## config.mk

```make
export PLATFORM = sky130hd
export DESIGN_NAME = rs_dec_chien_forney
export DESIGN_NICKNAME = d
export VERILOG_FILES = /design/src/rtl/rs_dec_chien_forney.sv
export SDC_FILE = /design/constraint.sdc
export NUM_CORES = 1
export LEC_CHECK = 0
export ABC_AREA = 1
export CORE_MARGIN = 2
export CORE_UTILIZATION = 57
export CTS_CLUSTER_SIZE = 30
export DETAILED_ROUTE_END_ITERATION = 12
export PLACE_DENSITY = 0.79
export SYNTH_ARGS = -nofsm -noshare
export SYNTH_HDL_FRONTEND = slang
export SYNTH_SLANG_ARGS = --single-unit
```

## constraint.sdc

```tcl
create_clock -name i_clk -period 2.43 [get_ports i_clk]
set_clock_uncertainty 0.05 [all_clocks]
set_input_delay 0.486 -clock i_clk [delete_from_list [all_inputs] [get_ports i_clk]]
set_output_delay 0.486 -clock i_clk [all_outputs]
set_load 0.05 [all_outputs]
```

## src/rtl/rs_dec_chien_forney.sv

```systemverilog
`default_nettype none
// ============================================================================
// Module      : rs_dec_chien_forney
// Description : Chien search plus Forney error-value stage for the CIRC C1
//               RS(32,28) decoder over GF(2^8), poly 0x11D, alpha = 0x02.
//               Inverts lambda1 by repeated squaring (7 cycles), then scans
//               the 32 codeword positions one per cycle, streaming located
//               errors and finally a done/fail verdict.
// Revision    : 1.0 - initial release
// ============================================================================
module rs_dec_chien_forney (
    input  logic       i_clk,
    input  logic       i_resb,
    input  logic       i_start,
    input  logic [7:0] i_lambda1,
    input  logic [7:0] i_lambda2,
    input  logic [7:0] i_omega0,
    input  logic [7:0] i_omega1,
    output logic       o_err_valid,
    output logic [4:0] o_err_pos,
    output logic [7:0] o_err_val,
    output logic       o_done,
    output logic       o_fail,
    output logic       o_busy
);

    // Reduction term for x^8 = x^4 + x^3 + x^2 + 1
    localparam logic [7:0] c_POLY_LO   = 8'h1D;
    // alpha^-1 and alpha^-2 step the locator terms toward the next position
    localparam logic [7:0] c_ALPHA_M1  = 8'h8E;
    localparam logic [7:0] c_ALPHA_M2  = 8'h47;
    localparam logic [7:0] c_ALPHA     = 8'h02;
    localparam logic [2:0] c_INV_LAST  = 3'd7;
    localparam logic [4:0] c_POS_LAST  = 5'd31;

    localparam logic [1:0] S_IDLE   = 2'd0;
    localparam logic [1:0] S_INV    = 2'd1;
    localparam logic [1:0] S_SEARCH = 2'd2;

    // Combinational GF(2^8) multiply, shift-and-add with modular reduction
    function automatic logic [7:0] gf_mul(input logic [7:0] a, input logic [7:0] b);
        logic [7:0] p;
        logic [7:0] aa;
        p  = 8'h00;
        aa = a;
        for (int i = 0; i < 8; i++) begin
            if (b[i]) begin
                p = p ^ aa;
            end
            aa = {aa[6:0], 1'b0} ^ (aa[7] ? c_POLY_LO : 8'h00);
        end
        return p;
    endfunction

    logic [1:0] r_state;
    logic [1:0] w_state_next;

    logic [7:0] r_lambda1;
    logic [7:0] r_lambda2;
    logic [7:0] r_omega0;
    logic [7:0] r_omega1;
    logic [7:0] r_s;
    logic [7:0] r_acc;
    logic [2:0] r_k;
    logic [4:0] r_j;
    logic [7:0] r_t1;
    logic [7:0] r_t2;
    logic [7:0] r_x;
    logic [1:0] r_cnt;

    logic       r_err_valid;
    logic [4:0] r_err_pos;
    logic [7:0] r_err_val;
    logic       r_done;
    logic       r_fail;
    logic       r_busy;

    logic       w_root;
    logic       w_strobe;
    logic [7:0] w_e;
    logic [1:0] w_cnt_next;
    logic [1:0] w_deg;
    logic       w_fail;
    logic       w_last_pos;

    // State register
    always_ff @(posedge i_clk or negedge i_resb) begin
        if (!i_resb) begin
            r_state <= S_IDLE;
        end else begin
            r_state <= w_state_next;
        end
    end

    // Next-state logic: fixed-length INV and SEARCH phases
    always_comb begin
        w_state_next = r_state;
        unique case (r_state)
            S_IDLE:   if (i_start)               w_state_next = S_INV;
            S_INV:    if (r_k == c_INV_LAST)     w_state_next = S_SEARCH;
            S_SEARCH: if (r_j == c_POS_LAST)     w_state_next = S_IDLE;
            default:                             w_state_next = S_IDLE;
        endcase
    end

    // Per-position root test, Forney value and verdict terms
    always_comb begin
        w_root     = ((8'h01 ^ r_t1 ^ r_t2) == 8'h00);
        // lambda1 = 0 means no valid derivative, so no error is reported
        w_strobe   = w_root && (r_lambda1 != 8'h00);
        // Lambda'(x) = lambda1 in characteristic 2; r_acc holds its inverse
        w_e        = gf_mul(gf_mul(r_x, r_omega0) ^ r_omega1, r_acc);
        w_cnt_next = (w_root && (r_cnt != 2'd3)) ? (r_cnt + 2'd1) : r_cnt;
        if (r_lambda2 != 8'h00) begin
            w_deg = 2'd2;
        end else if (r_lambda1 != 8'h00) begin
            w_deg = 2'd1;
        end else begin
            w_deg = 2'd0;
        end
        w_fail     = (w_cnt_next != w_deg) ||
                     ((r_lambda1 == 8'h00) && (r_lambda2 != 8'h00));
        w_last_pos = (r_j == c_POS_LAST);
    end

    // Datapath and registered outputs
    always_ff @(posedge i_clk or negedge i_resb) begin
        if (!i_resb) begin
            r_lambda1   <= 8'h00;
            r_lambda2   <= 8'h00;
            r_omega0    <= 8'h00;
            r_omega1    <= 8'h00;
            r_s         <= 8'h00;
            r_acc       <= 8'h00;
            r_k         <= 3'd0;
            r_j         <= 5'd0;
            r_t1        <= 8'h00;
            r_t2        <= 8'h00;
            r_x         <= 8'h00;
            r_cnt       <= 2'd0;
            r_err_valid <= 1'b0;
            r_err_pos   <= 5'd0;
            r_err_val   <= 8'h00;
            r_done      <= 1'b0;
            r_fail      <= 1'b0;
            r_busy      <= 1'b0;
        end else begin
            unique case (r_state)
                S_IDLE: begin
                    r_err_valid <= 1'b0;
                    r_done      <= 1'b0;
                    r_fail      <= 1'b0;
                    if (i_start) begin
                        r_lambda1 <= i_lambda1;
                        r_lambda2 <= i_lambda2;
                        r_omega0  <= i_omega0;
                        r_omega1  <= i_omega1;
                        r_s       <= gf_mul(i_lambda1, i_lambda1);
                        r_acc     <= 8'h01;
                        r_k       <= 3'd1;
                        r_busy    <= 1'b1;
                    end
                end
                S_INV: begin
                    // acc accumulates lambda1^(2+4+...+128) = lambda1^254
                    r_acc <= gf_mul(r_acc, r_s);
                    r_s   <= gf_mul(r_s, r_s);
                    r_k   <= r_k + 3'd1;
                    if (r_k == c_INV_LAST) begin
                        r_j   <= 5'd0;
                        r_t1  <= r_lambda1;
                        r_t2  <= r_lambda2;
                        r_x   <= 8'h01;
                        r_cnt <= 2'd0;
                    end
                end
                S_SEARCH: begin
                    r_t1        <= gf_mul(r_t1, c_ALPHA_M1);
                    r_t2        <= gf_mul(r_t2, c_ALPHA_M2);
                    r_x         <= gf_mul(r_x, c_ALPHA);
                    r_j         <= r_j + 5'd1;
                    r_cnt       <= w_cnt_next;
                    r_err_valid <= w_strobe;
                    if (w_strobe) begin
                        r_err_pos <= r_j;
                        r_err_val <= w_e;
                    end
                    if (w_last_pos) begin
                        r_done <= 1'b1;
                        r_fail <= w_fail;
                        r_busy <= 1'b0;
                    end
                end
                default: begin
                    r_err_valid <= 1'b0;
                    r_done      <= 1'b0;
                    r_fail      <= 1'b0;
                    r_busy      <= 1'b0;
                end
            endcase
        end
    end

    assign o_err_valid = r_err_valid;
    assign o_err_pos   = r_err_pos;
    assign o_err_val   = r_err_val;
    assign o_done      = r_done;
    assign o_fail      = r_fail;
    assign o_busy      = r_busy;

endmodule
`default_nettype wire
```

After elaboration in Yosys (flattened, before gate mapping)
Index checks and enable logic that the tools add are counted.
W data, S select, Z words.
{"block": "totals", "out_inout_bits": 17, "wordCells": 295, "input_bits": 35, "reg_bits": 101}
{"block": "classes", "reduce_logical": 18, "eq_ne": 9, "bitwise": 93, "muxes": 153, "add_sub_neg": 3}
{"cell": "$mux W8", "count": 79}
{"cell": "$xor A8 B5 Y8", "count": 48}
{"cell": "$xor A8 B8 Y8", "count": 43}
{"cell": "$mux W5", "count": 49}
{"cell": "$pmux W8 S2", "count": 5}
{"cell": "$logic_not A8 Y1", "count": 2}
{"cell": "$reduce_bool A8 Y1", "count": 2}
{"cell": "$mux W2", "count": 6}
{"cell": "$pmux W5 S2", "count": 1}
{"cell": "$reduce_and A2 Y1", "count": 5}
{"cell": "$ne A2 B2 Y1 const B", "count": 4}
{"cell": "$pmux W1 S2", "count": 3}
{"cell": "$pmux W2 S3", "count": 1}
{"cell": "$pmux W3 S2", "count": 1}
{"cell": "$reduce_and A3 Y1", "count": 2}
{"cell": "$add A5 B1 Y5 const B", "count": 1}
{"cell": "$eq A5 B5 Y1 const B", "count": 1}
{"cell": "$mux W1", "count": 5}
{"cell": "$pmux W2 S2", "count": 1}
{"cell": "$reduce_bool A2 Y1", "count": 2}
{"cell": "$add A3 B1 Y3 const B", "count": 1}
{"cell": "$eq A3 B3 Y1 const B", "count": 1}
{"cell": "$logic_and A1 B1 Y1", "count": 3}
{"cell": "$mux W3", "count": 1}
{"cell": "8 further kinds", "count": 9}

Logic depth before layout (Yosys ltp)
{"block": "depth", "depth_word": 33, "ltp_mapped": 29, "depth_no_buf": 29}

Least setup slack after synthesis
No wires, ideal clock.
{"block": "synth_path", "kind": "register to register", "start": "register r_x[7]", "end": "register r_err_val[2], in the netlist o_err_val[2]", "period_less_slack_ns": 2.563, "required_ns": 2.262, "path_buffers": 0, "setup_ns": 0.118, "t_arrival_ns": 2.395, "stages_incl_launch_ff": 23, "path_slack_ns": -0.133, "path_cell_list": "dfrtp_1 -> inv_2 -> nand2_1 -> nand3_1 -> nand3_1 -> nand2_2 -> nand2_1 -> nand3_1 -> nand2_1 -> nand2_2 -> nand2_4 -> inv_2 -> nand2_2 -> nand2_2 -> nand2_2 -> nand2_4 -> xor2_2 -> nor2_1 -> nand3b_1 -> nand2_1 -> nand3_1 -> nand3_1 -> nand2_1"}
{"block": "synth_between", "elab_chain_cells": 32, "word_cells_on_any_way": 56, "classes_between": "mux (27); bitwise (29)"}
{"item": "start, declared", "line": "68", "text": "logic [7:0] r_x;"}
{"item": "start signal, assigned", "line": "180", "text": "r_x <= gf_mul(r_x, c_ALPHA);"}
{"item": "$mux W5 / $mux W8 (equally long branches)", "line": "50, 47"}
{"item": "$xor A8 B5 Y8 / $xor A8 B8 Y8 (equally long branches)", "line": "50, 48"}
{"item": "$xor A8 B8 Y8 / $mux W8 (equally long branches)", "line": "48, 47"}
{"item": "$mux W8 / $xor A8 B8 Y8 (equally long branches)", "line": "47, 48"}
{"item": "$xor A8 B8 Y8 / $mux W8 (equally long branches)", "line": "48, 47"}
{"item": "$mux W8 / $xor A8 B8 Y8 (equally long branches)", "line": "47, 48"}
{"item": "$xor A8 B8 Y8 / $mux W8 (equally long branches)", "line": "48, 47"}
{"item": "$mux W8 / $xor A8 B8 Y8 (equally long branches)", "line": "47, 48"}
{"item": "[... 16 more ...]"}
{"item": "$xor A8 B8 Y8", "line": "48", "text": "p = p ^ aa;"}
{"item": "$mux W8", "line": "47", "text": "if (b[i]) begin"}
{"item": "$xor A8 B8 Y8", "line": "48"}
{"item": "$mux W8", "line": "47"}
{"item": "$xor A8 B8 Y8", "line": "48"}
{"item": "$mux W8", "line": "47"}
{"item": "$xor A8 B8 Y8", "line": "48"}
{"item": "$mux W8 *", "line": "47"}
{"item": "end signal, assigned", "line": "186", "text": "r_err_val <= w_e;"}
{"item": "end, declared", "line": "73", "text": "logic [7:0] r_err_val;"}
Mark *: on every way between the ends. The rest lies on a longest branch, timed or not.
A chain may end at the register's enable or synchronous reset.

Worst setup path after layout
{"block": "layout_path", "start": "register r_x[7]", "end": "register r_err_val[4], in the netlist o_err_val[4]"}
The elaborated chain is that of the path after synthesis.

==> impl_metrics.py <==
metrics = {
    "placed_design": {
        "place_hpwl_mm": 23.2,
        "portBuffers": 51,
        "placedCellCount": 2090,
        "globalplace.congestion": 0.952,
        "place_area_mm2": 0.0125,
    },
    "cells_and_area": {
        "area_delta_synth_final_pct": 36.2,
        "stdcell_count": 2136,
        "nets": 1946,
        "postLayoutCellArea_mm2": 0.0142,
        "nFillCells": 1213,
        "layout-drive-gt1-share_pct": 26.8,
        "n_antenna_cell": 0,
    },
    "yosys": {
        "yosys-top-cells-area": "dfrtp_1 (24%), nand2_1 (24%), xor2_1 (9.1%), xnor2_1 (9.0%), nand3_1 (6.4%)",
        "synth_ff_type": "dfrtp_1",
        "ys_types": 44,
        "synth_top_cell_by_area": "dfrtp_1",
        "synth-edff-count": 0,
        "async_reset_ff_share_pct": 100,
        "ys.warnings.count": 0,
        "synth_seq_area_share_pct": 24.2,
        "synth_nets": 1726,
        "synth_seq_cells": 101,
        "postSynthCellCount": 1682,
        "syn_area_per_cell_um2": 6.21,
        "synthDominantCellAreaShare_pct": 24.2,
        "synthesis.area_mm2": 0.0104,
    },
    "worst_setup_path": {
        "crit_arrival_ns": 3.38,
        "cp_num_buf_inv": 2,
        "slowest_stage": "dfrtp_2",
        "crit_fanout": 8,
        "critPathTopFamily": "simple AND/OR/NAND/NOR gates",
        "reg2reg_depth": 25,
        "cp_num_cells": 25,
        "required_ns": 2.64,
        "cp-start-kind": "register",
        "endpoint_kind": "register",
        "cp_slowest_stage_delay_ns": 0.49,
        "crit_top_cell": "nand2_1",
        "path_class": "reg -> reg",
    },
    "die": {
        "die_x_um": 139,
        "die_y_um": 139,
        "design.die.area_mm2": 0.0194,
        "core_area_mm2": 0.0180,
        "initial_core_util_pct": 58.1,
        "rows": 49,
        "io_pins": 52,
    },
    "timing": {
        "rsz0062_at_grt": "true",
        "setup_viol": 8,
        "finalWorstSetupSlack_ns": -0.740,
        "drv_slew": 0,
        "fin_tns_setup_ns": -5.77,
        "maxSlewHeadroom_pct": 60.2,
        "max_slew.worst_pin.slew_ns": 0.597,
        "period_share_pct": 130,
        "hold_viol_final": 0,
        "timing.final.crit_period_ns": 3.17,
        "timing.fmax_mhz": 315,
    },
    "route": {
        "route.detailed.drc": 0,
        "num_vias": 12381,
        "drtIter0Drc": 1302,
        "vias_per_cell": 5.80,
        "ant_nets": 0,
        "firstDrtPassIters": 6,
        "wl_mm": 36.3,
        "routedWlPerCell_um": 17.0,
    },
    "clock_network": {
        "clk_pin_slew_worst_paths_ns": 0.09,
        "cts.sinks": 101,
        "clk_latency_ns": 0.37,
        "cts_buffers": 9,
        "clock_tree.buffer_depth": 2,
        "cts_root_buf": "clkbuf_16",
        "holdBufCountCts": 0,
        "h-tree-depth": 3,
        "tritoncts": "yes",
    },
    "job": {
        "max-cap-violations": 0,
    },
    "global_route": {
        "grt_max_degree": 45,
        "grt_pass1_wl_mm": 51.8,
        "antenna_found_initial": 0,
        "grt_util_all_layers_pct": 32.3,
        "grt_pass1_vias": 11100,
        "grt.overflow.total": 0,
    },
    "outcome": {
        "violations": "negative setup slack",
        "outcome": "finished, violations left",
    },
    "min_path": {
        "hp-class": "in -> async",
    },
}
==> repair_timing <==
item	CTS	global route
resized for setup	43	285
endpoints found under the setup margin	14	16
pin swaps	13	108
buffers inserted	6	22
cloned	1	1
==> state kept, by name, summed over array words and instances, names as in the netlist, 8 cells and up <==
name and cells:
o_err_val 8, r_acc 8, r_lambda1 8, r_lambda2 8
r_omega0 8, r_omega1 8, r_s 8, r_t1 8
r_t2 8, r_x 8
==> area by class of cell <==
class | instances | area (µm²) | area share, %
Clock buffer | 9 | 225 | 1.58
Clock inverter | 7 | 104 | 0.730
Inverter | 155 | 606 | 4.26
Multi-Input combinational cell | 1369 | 8230 | 57.9
Sequential cell | 101 | 2540 | 17.8
Tap cell | 229 | 287 | 2.01
Timing Repair Buffer | 265 | 2230 | 15.7
Timing Repair inverter | 1 | 6.26 | 0.0440
==> metal layers <==
layer	GRT usage [%]	up-vias	wire length [µm]	part of all wire, %
li1	-	5738	-	-
met4	12.1	0	1940	5.3
met2	56.8	679	17300	48
met1	40.6	5761	14100	39
met3	3.96	203	2950	8.1
met5	0	-	0	0
==> cell families after synthesis <==
group                    after synthesis  synth area share (%)
flip-flops                           101                  24.2
adder cells (fa/ha/maj)                9                  1.08
buffers and inverters                213                  7.96
AND/OR/NAND/NOR                      988                  40.2
AO/OA/AOI/OAI                        154                  8.26
XOR/XNOR                             217                  18.3
==> synth_stat cells (2+ instances only) <==
library cell / n
o211ai_1: 4
nand3_1: 133
nor2_1: 107
nor2_2: 4
inv_1: 139
o22ai_1: 19
buf_4: 2
a31oi_1: 5
or2_2: 4
o21ai_0: 81
a22o_1: 3
clkbuf_1: 40
xnor2_1: 107
o221ai_1: 2
o21ai_1: 6
nand3_2: 9
buf_2: 11
or2_1: 4
nor3_1: 8
nand3b_1: 14
nor4_1: 2
nand2_1: 656
a21oi_1: 24
a22oi_1: 2
inv_2: 8
dfrtp_1: 101
clkinv_1: 7
nand4_1: 10
o21bai_1: 3
xor2_1: 108
nand2_2: 27
xor2_2: 2
ha_1: 9
buf_1: 4
nand2_4: 8
==> cell usage in the layout (no fill, tap or decap), types with 14 or more instances in the layout <==
master / Yosys / layout
nand2_1: 656 / 545
nand2_2: 27 / 99
nand3_1: 133 / 99
nand2_4: 8 / 37
o21ai_0: 81 / 72
nor2_2: 4 / 15
dfrtp_1: 101 / 93
inv_1: 139 / 129
nand3_2: 9 / 32
xnor2_1: 107 / 98
xor2_1: 108 / 103
o22ai_1: 19 / 19
clkdlybuf4s50_1: 0 / 43
nor2_1: 107 / 85
inv_2: 8 / 15
buf_4: 2 / 197
a21oi_1: 24 / 23
nand3b_1: 14 / 14
==> per-stage QoR <==
step / util, % / hold slack [ns] / setup WS, ns
6_report: 79.2 / 0.0609 / -0.740
5_1_grt: 79.2 / 0.0973 / -1.04
4_1_cts: 72.5 / 0.0771 / -0.483
3_5_place_dp: 69.4 / 0.414 / -0.601
3_3_place_gp: 69.4 / 0.412 / -0.615
2_1_floorplan: - / 0.140 / -0.131
==> worst reg2reg max path, cell delays in order, from the launching register on <==
cell	delay (ns)
dfrtp_2	0.49
clkinv_4	0.17
nand2_4	0.14
nand2_4	0.10
o21bai_1	0.21
nand2_1	0.13
o21ai_4	0.09
nand2_1	0.08
nand2_2	0.09
nand2_1	0.09
nand2_1	0.09
nand2_2	0.10
inv_1	0.09
nand2_2	0.07
nand2_4	0.16
nand2_1	0.13
nand2_2	0.11
nand2_2	0.06
nand2_2	0.07
nand2_1	0.06
nand2_2	0.09
nand3_1	0.08
nand2_1	0.09
nand3_1	0.08
nand3_1	0.09
nand2_1	0.05
==> worst paths after layout <==
path | startpoint | to | slack [ns]
worst min register to register | o_err_val[7] | o_err_val[7] | 0.43
worst max-delay path | r_x[7] | o_err_val[4] | -0.74
min in group i_clk | o_err_val[7] | o_err_val[7] | 0.43
worst min-delay path | i_resb | r_j[4] | 0.06
worst max register to register | r_x[7] | o_err_val[4] | -0.74
max in group asynchronous | i_resb | r_x[3] | 1.63
Power is not shown: default switching activity piles up to over one toggle a cycle in this logic, so the estimate is an artifact.
